`src/rtl/adder_tree_pkg.sv`:
```
// Shared helpers for the adder-tree accumulator: log2, accumulator state type,
// and signed range limits used by the optional saturating accumulate.
package adder_tree_pkg;

   typedef enum logic {
      IDLE  = 1'b0,
      ACCUM = 1'b1
   } acc_state_e;

   // Ceiling log2; returns 0 for v <= 1.
   function automatic int unsigned log2(input int unsigned v);
      int unsigned r;
      r = 0;
      for (int unsigned i = 0; i < 32; i++) begin
         if ((32'd1 << i) < v) r = i + 1;
      end
      return r;
   endfunction

   function automatic logic signed [63:0] smax(input int unsigned w);
      return (64'sd1 <<< (w - 1)) - 64'sd1;
   endfunction

   function automatic logic signed [63:0] smin(input int unsigned w);
      return -(64'sd1 <<< (w - 1));
   endfunction

endpackage

```
`src/rtl/adder_tree_stage.sv`:
```
// One registered pairwise-add level: N_OPS signed operands of OP_W bits reduce
// to N_OPS/2 sums of OP_W+1 bits, with valid/last carried alongside.
module adder_tree_stage #(
   parameter int unsigned N_OPS = 4,
   parameter int unsigned OP_W  = 5
) (
   input  logic                             clk,
   input  logic                             rst,
   input  logic                             flush_i,
   input  logic                             valid_i,
   input  logic                             last_i,
   input  logic [N_OPS*OP_W-1:0]            data_i,
   output logic                             valid_o,
   output logic                             last_o,
   output logic [(N_OPS/2)*(OP_W+1)-1:0]    data_o
);

   localparam int unsigned N_OUT = N_OPS / 2;
   localparam int unsigned SUM_W = OP_W + 1;

   logic                       valid_q;
   logic                       last_q;
   logic [N_OUT*SUM_W-1:0]     sum_d;
   logic [N_OUT*SUM_W-1:0]     sum_q;

   // Each operand is sign-extended by one bit before adding, so no level can overflow.
   always_comb begin
      sum_d = '0;
      for (int unsigned i = 0; i < N_OUT; i++) begin
         sum_d[i*SUM_W +: SUM_W] =
            SUM_W'(signed'(data_i[(2*i)*OP_W +: OP_W])) +
            SUM_W'(signed'(data_i[(2*i+1)*OP_W +: OP_W]));
      end
   end

   always_ff @(posedge clk or posedge rst) begin
      if (rst) begin
         valid_q <= 1'b0;
         last_q  <= 1'b0;
         sum_q   <= '0;
      end else begin
         sum_q <= sum_d;
         if (flush_i) begin
            valid_q <= 1'b0;
            last_q  <= 1'b0;
         end else begin
            valid_q <= valid_i;
            last_q  <= last_i;
         end
      end
   end

   assign valid_o = valid_q;
   assign last_o  = last_q;
   assign data_o  = sum_q;

endmodule

```
`src/rtl/adder_tree_acc.sv`:
```
// Adder-tree accumulator: log2(N_IN) registered add levels feed a windowed accumulator.
// Define ADDER_TREE_SAT_EN for saturating accumulate with a sticky out_sat flag.
module adder_tree_acc
   import adder_tree_pkg::*;
#(
   parameter int unsigned N_IN   = 4,
   parameter int unsigned IN_W   = 5,
   parameter int unsigned ACC_W  = 12,
   parameter int unsigned BEAT_W = 8
) (
   input  logic                   clk,
   input  logic                   rst,
   input  logic                   in_valid,
   input  logic [N_IN*IN_W-1:0]   in_data,
   input  logic                   in_last,
   input  logic                   flush,
   output logic                   out_valid,
   output logic [ACC_W-1:0]       out_data,
   output logic [BEAT_W-1:0]      out_beats,
   output logic                   out_sat
);

   localparam int unsigned L      = log2(N_IN);
   localparam int unsigned TREE_W = IN_W + L;

   logic                      tree_valid;
   logic                      tree_last;
   logic [TREE_W-1:0]         tree_sum;

   for (genvar k = 0; k < L; k++) begin : g_lvl
      localparam int unsigned NK = N_IN >> k;
      localparam int unsigned WK = IN_W + k;

      logic                          vin;
      logic                          lin;
      logic [NK*WK-1:0]              din;
      logic                          vout;
      logic                          lout;
      logic [(NK/2)*(WK+1)-1:0]      dout;

      if (k == 0) begin : g_src
         assign vin = in_valid;
         assign lin = in_valid & in_last;
         assign din = in_data;
      end else begin : g_chain
         assign vin = g_lvl[k-1].vout;
         assign lin = g_lvl[k-1].lout;
         assign din = g_lvl[k-1].dout;
      end

      adder_tree_stage #(
         .N_OPS (NK),
         .OP_W  (WK)
      ) u_stage (
         .clk     (clk),
         .rst     (rst),
         .flush_i (flush),
         .valid_i (vin),
         .last_i  (lin),
         .data_i  (din),
         .valid_o (vout),
         .last_o  (lout),
         .data_o  (dout)
      );
   end

   assign tree_valid = g_lvl[L-1].vout;
   assign tree_last  = g_lvl[L-1].lout;
   assign tree_sum   = g_lvl[L-1].dout;

   acc_state_e                state_q, state_d;
   logic signed [ACC_W-1:0]   acc_q, acc_d;
   logic [BEAT_W-1:0]         cnt_q, cnt_d;
   logic                      out_valid_q, out_valid_d;
   logic [ACC_W-1:0]          out_data_q, out_data_d;
   logic [BEAT_W-1:0]         out_beats_q, out_beats_d;

   logic signed [ACC_W-1:0]   acc_base;
   logic signed [ACC_W-1:0]   tree_ext;
   logic signed [ACC_W-1:0]   acc_next;
   logic [BEAT_W-1:0]         cnt_base;
   logic [BEAT_W-1:0]         cnt_next;

`ifdef ADDER_TREE_SAT_EN
   localparam logic signed [ACC_W:0] SAT_MAX = (ACC_W+1)'(smax(ACC_W));
   localparam logic signed [ACC_W:0] SAT_MIN = (ACC_W+1)'(smin(ACC_W));

   logic                      sat_win_q, sat_win_d;
   logic                      out_sat_q, out_sat_d;
   logic signed [ACC_W:0]     acc_wide;
   logic                      clamp;
   logic                      sat_next;
`endif

   // The first beat of a window uses a zero base, so loading and adding share one adder.
   always_comb begin
      acc_base = (state_q == IDLE) ? '0 : acc_q;
      cnt_base = (state_q == IDLE) ? '0 : cnt_q;
      tree_ext = ACC_W'(signed'(tree_sum));
      cnt_next = (&cnt_base) ? cnt_base : cnt_base + BEAT_W'(1);
`ifdef ADDER_TREE_SAT_EN
      acc_wide = (ACC_W+1)'(acc_base) + (ACC_W+1)'(tree_ext);
      clamp    = 1'b0;
      acc_next = acc_wide[ACC_W-1:0];
      if (acc_wide > SAT_MAX) begin
         acc_next = SAT_MAX[ACC_W-1:0];
         clamp    = 1'b1;
      end else if (acc_wide < SAT_MIN) begin
         acc_next = SAT_MIN[ACC_W-1:0];
         clamp    = 1'b1;
      end
      sat_next = ((state_q == IDLE) ? 1'b0 : sat_win_q) | clamp;
`else
      acc_next = acc_base + tree_ext;
`endif
   end

   always_comb begin
      state_d     = state_q;
      acc_d       = acc_q;
      cnt_d       = cnt_q;
      out_valid_d = 1'b0;
      out_data_d  = out_data_q;
      out_beats_d = out_beats_q;
`ifdef ADDER_TREE_SAT_EN
      sat_win_d   = sat_win_q;
      out_sat_d   = out_sat_q;
`endif
      if (flush) begin
         state_d = IDLE;
         acc_d   = '0;
         cnt_d   = '0;
`ifdef ADDER_TREE_SAT_EN
         sat_win_d = 1'b0;
`endif
      end else if (tree_valid) begin
         if (tree_last) begin
            state_d     = IDLE;
            acc_d       = '0;
            cnt_d       = '0;
            out_valid_d = 1'b1;
            out_data_d  = acc_next;
            out_beats_d = cnt_next;
`ifdef ADDER_TREE_SAT_EN
            sat_win_d   = 1'b0;
            out_sat_d   = sat_next;
`endif
         end else begin
            state_d = ACCUM;
            acc_d   = acc_next;
            cnt_d   = cnt_next;
`ifdef ADDER_TREE_SAT_EN
            sat_win_d = sat_next;
`endif
         end
      end
   end

   always_ff @(posedge clk or posedge rst) begin
      if (rst) begin
         state_q     <= IDLE;
         acc_q       <= '0;
         cnt_q       <= '0;
         out_valid_q <= 1'b0;
         out_data_q  <= '0;
         out_beats_q <= '0;
      end else begin
         state_q     <= state_d;
         acc_q       <= acc_d;
         cnt_q       <= cnt_d;
         out_valid_q <= out_valid_d;
         out_data_q  <= out_data_d;
         out_beats_q <= out_beats_d;
      end
   end

`ifdef ADDER_TREE_SAT_EN
   always_ff @(posedge clk or posedge rst) begin
      if (rst) begin
         sat_win_q <= 1'b0;
         out_sat_q <= 1'b0;
      end else begin
         sat_win_q <= sat_win_d;
         out_sat_q <= out_sat_d;
      end
   end

   assign out_sat = out_sat_q;
`else
   assign out_sat = 1'b0;
`endif

   assign out_valid = out_valid_q;
   assign out_data  = out_data_q;
   assign out_beats = out_beats_q;

endmodule

```
`config.mk`:
```
export PLATFORM = sky130hd
export DESIGN_NAME = adder_tree_acc
export DESIGN_NICKNAME = d
export VERILOG_FILES = /design/src/rtl/adder_tree_pkg.sv /design/src/rtl/adder_tree_stage.sv /design/src/rtl/adder_tree_acc.sv
export SDC_FILE = /design/constraint.sdc
export NUM_CORES = 1
export LEC_CHECK = 0
export BUFFER_PORTS_ARGS = -buffer_cell sky130_fd_sc_hd__buf_2
export CAP_MARGIN = 20
export CORE_MARGIN = 2
export CORE_UTILIZATION = 30
export DETAILED_ROUTE_END_ITERATION = 12
export PLACE_DENSITY_LB_ADDON = 0.1
export SLEW_MARGIN = 10
export SYNTH_ARGS = -nofsm -noshare
export SYNTH_HDL_FRONTEND = slang
export SYNTH_HIERARCHICAL = 1
export SYNTH_SLANG_ARGS = --single-unit
```
`constraint.sdc`:
```
create_clock -name clk -period 3.49 [get_ports clk]
set_clock_uncertainty 0.15 [all_clocks]
set_input_delay 0.698 -clock clk [delete_from_list [all_inputs] [get_ports clk]]
set_output_delay 0.698 -clock clk [all_outputs]
set_load 0.01 [all_outputs]
```
Word level (Yosys, flattened, before mapping):

Index checks and enable logic that the tools add are counted.

* add/subtract/negate cells: 5
* muxes and demuxes: 19
* bitwise logic cells: 2
* reductions and logical operators: 3

Operator list (count)
* two-way mux 12 bit: 4
* two-way mux 8 bit: 5
* adder 12 x 7 -> 12 bit: 1
* adder 5 x 5 -> 6 bit: 2
* two-way mux 1 bit: 10
* adder 8 x 1 -> 8 bit (second input constant): 1
* AND reduction 8 bit: 1
* adder 6 x 6 -> 7 bit: 1
* AND reduction 3 bit: 1
* nonzero test 2 bit: 1
* bitwise AND 1 bit: 1
* NOT 1 bit: 1

* register bits: 65
* input bits: 25
* output and inout port bits: 22
* word-level logic and storage cells: 41

Depth between registers and ports, before layout:

* depth in word-level cells: 6
* depth in mapped cells: 12
* depth with buffers taken out: 9

Modules after synthesis:

Netlist, hierarchy kept.

Modules (own cells, without submodules)
* adder_tree_acc: instances 1, cells an instance 256, area each 2472.4 sq um, sequential area each 1051.0 sq um
* adder_tree_stage at g_lvl[0].u_stage: instances 1, cells an instance 55, area each 701.9 sq um, sequential area each 350.3 sq um
* adder_tree_stage at g_lvl[1].u_stage: instances 1, cells an instance 45, area each 496.7 sq um, sequential area each 225.2 sq um

Least setup slack after synthesis:

No wires, ideal clock.

* path kind: reg-to-reg
* from: reg state_q
* to: reg out_data_q[10], in the netlist out_data[10]
* setup time: 0.124 ns
* arrival: 2.374 ns
* required time: 3.216 ns
* slack: 0.842 ns
* cell stages (with the launch flop): 13
* path buffers: 3
* period minus slack after synthesis: 2.648 ns
* cells stage by stage: dfrtp_1 > buf_2 > buf_2 > buf_1 > and2_1 > ha_1 > inv_1 > fa_1 > nor2b_1 > o31ai_2 > a21oi_1 > nor2_1 > a211o_1

* longest elaborated chain between the ends: 2

Ends and longest elaborated chain
* start: declaration: line adder_tree_acc.sv:71 `acc_state_e state_q, state_d;`
* start signal: assignment: line adder_tree_acc.sv:168 `state_q <= state_d;`
* two-way mux 12 bit: line adder_tree_acc.sv:97 `acc_base = (state_q == IDLE) ? '0 : acc_q;`
* adder 12 x 7 -> 12 bit: line adder_tree_acc.sv:114 `acc_next = acc_base + tree_ext;`
* end signal: assignment: line adder_tree_acc.sv:172 `out_data_q <= out_data_d;`
* end: declaration: line adder_tree_acc.sv:75 `logic [ACC_W-1:0] out_data_q, out_data_d;`

No other way between the ends.
A chain may end at the register's enable or synchronous reset.

Final worst setup path:

Same ends and word-level chain as after synthesis.

==> impl_metrics.yaml <==
clocking:
  cts_root_buf: "clkbuf_16"
  cts-htree-levels: 3
  hold_buffers: 0
  cts_buffers: 9
  cts_tree: "done"
  cts.clk_slew.worst_paths_ns: 0.06
  clock_latency_ns: 0.33
  cts_setup_buffers: 0
  clockBufferDepth: 2
  cts_sinks: 65
  cts-resized-gates: 0
floorplan:
  die_y_um: 115
  start_util: 0.307
  ios: 47
  rows: 40
  dieArea_um2: 13100
  core_um2: 12000
  fp.dieW_um: 115
sta:
  drv_slew: 0
  slew_headroom: 0.639
  fmax_ghz: 0.362
  postLayoutSetupSlackWorst_ns: 0.726
  worst_pin_slew_ns: 0.540
  rsz0062_at_grt: "no"
  period_needed_ns: 2.76
  fin_tns_setup_ns: 0
  setup_viol: 0
  final_hold_viol_count: 0
  period_share: 0.792
  holdWs_ns: 0.174
synth:
  synth_compound_area_frac: 0.179
  synthXorXnorAreaFrac: 0.0525
  yosys.area_share.simple: 0.151
  ys_top_cells_by_area: "dfrtp_1, ha_1, nand2_1"
  synth_mux_area_frac: 0.0187
  yosys_warnings: 6
  synth_most_common_cell: "dfrtp_1"
  synthArstFlopShare: 1.00
  synth-edff-count: 0
  ys_ff_latch: 65
  synth_nets: 413
  syn-cell-area_um2: 3670
  post_synth_fa_ha_maj_area_fraction: 0.117
  syn_avg_cell_area_um2: 10.3
  yosysSeqAreaShare: 0.443
  synth_common_cells: "dfrtp_1, nand2_1, ha_1"
  yosysTopAreaCellShare: 0.443
  ys.flop_type: "dfrtp_1"
  ys_types: 61
  syn_inst: 356
  synth_top_family_by_area: "compound AO/OA/AOI/OAI gates"
  synth_top_cell_by_area: "dfrtp_1"
critical_path:
  cp_data_arrival_time_ns: 2.83
  critPathLaunchType: "register"
  criticalPathCategory: "register to register"
  required_ns: 3.56
  critPathMaxFanout: 16
  setup.worst_path.end_class: "register"
hold_path:
  hold_class: "primary input to asynchronous set/reset pin"
pwr:
  leakagePower_uw: 0.00222
  p_per_area_nw_per_um2: 545
  fin_total_pwr_uw: 2380
  max-vdd-ir-drop_v: 0.000200
grt:
  antenna_found_initial: 0
  grt_max_degree: 33
  grt_overflow_total: 0
  grt_usage: 0.132
  grt_pass1_wl_mm: 13.5
  grt_pass1_vias: 2820
drt:
  drtAntennaViolNets: 0
  wirelength_mm: 7.93
  drt_first_iter_violations: 135
  drc: 0
  route.detailed.wl_per_inst_um: 14.2
  viasPerCell: 4.85
  drt_pass1_iterations: 4
  vias: 2700
job:
  drv_cap: 0
finish:
  post-route-util: 0.365
  layout.nets: 462
  drive_gt1_frac: 0.212
  area_growth_syn_to_layout_pct: 19.0
  n_fill_cell: 1206
  diodes: 0
place:
  io_buffers: 45
  place_worst_setup_slack_ns: 0.730
  gp_congestion: 0.794
  hpwlAfterDp_mm: 5.73
outcome:
  outcome: "finished clean"
cell usage in the layout (no fill, tap or decap), types with 3 or more instances in the layout:
master      n
a21o_1      9
a22o_1      8
a211oi_1    3
o21ai_1    10
nor2b_1     6
inv_1      15
nand4_1     5
a21oi_2     3
nand2_1    45
xor2_1     12
o21ai_0    14
nor2_1     16
a31oi_1     4
a21oi_1    17
a211oi_2    3
clkbuf_16   9
xnor2_1    10
ha_1       28
nand3_1     6
buf_4       5
fa_1        4
dfrtp_1    65
buf_2      45
and3_1      4
and2_1     14
report_power, final:
group | switching [uW] | leakage [uW] | internal [uW]
sequential | 54.8 | 0.000857 | 845
clock | 343 | 0.000155 | 624
combinational | 294 | 0.00120 | 220
total | 691 | 0.00222 | 1690
worst paths after layout:
| check | startpoint | cells after the start | to | slack (ns) |
|---|---|---|---|---|
| setup / recovery | state_q | 9 | out_data[10] | 0.73 |
| setup reg to reg | state_q | 9 | out_data[10] | 0.73 |
| max in group asynchronous | rst | 3 | out_data[2] | 2.28 |
| hold reg to reg | out_beats[4] | 2 | out_beats[4] | 0.31 |
| hold / removal | rst | 2 | out_data[3] | 0.17 |
| min in group clk | out_beats[4] | 2 | out_beats[4] | 0.31 |
metrics by stage:
step,std cells,instance area [um^2]
floorplan,356,3670
global placement,541,4050
detailed placement,541,4050
CTS,557,4370
global route,557,4370
finish,557,4370
metal layers:
layer	wire (um)	track usage	vias to the layer above
met1	3680	0.161	1284
met3	250	0.0312	7
met4	100	0.0488	0
met2	3900	0.225	54
li1	-	-	1355
met5	0	0	-
worst max-delay path, stage by stage, from the launching register on:
cell and delay (ns):
dfrtp_1 0.64, and2_1 0.20, ha_1 0.21, inv_1 0.07
fa_1 0.40, nor2b_1 0.21, o31ai_2 0.11, a21oi_1 0.32
nor2_1 0.10, a211o_1 0.23
cells by family after synthesis:
family | count (synthesis)
compound gates | 92
xor+xnor | 22
fa+ha+maj | 32
buf+inv | 29
flops | 65
mux | 6
other cells | 1
simple gates | 109
final cells by class:
type | instances | area [um^2] | share of cell area
Multi-Input combinational cell | 262 | 1910 | 0.437
Sequential cell | 65 | 1630 | 0.372
Inverter | 17 | 63.8 | 0.0146
Tap cell | 147 | 184 | 0.0421
Timing Repair Buffer | 50 | 263 | 0.0602
Clock inverter | 7 | 95.1 | 0.0218
Clock buffer | 9 | 225 | 0.0516
state kept, by name, summed over array words and instances (netlist names):
signal and cells:
g_lvl.u_stage/valid_o 2, acc_q 12, g_lvl.u_stage/data_o 19, cnt_q 8
state_q 1, out_valid 1, g_lvl.u_stage/last_o 2, out_data 12
out_beats 8
No activity file was read; power rests on OpenSTA's default activity.
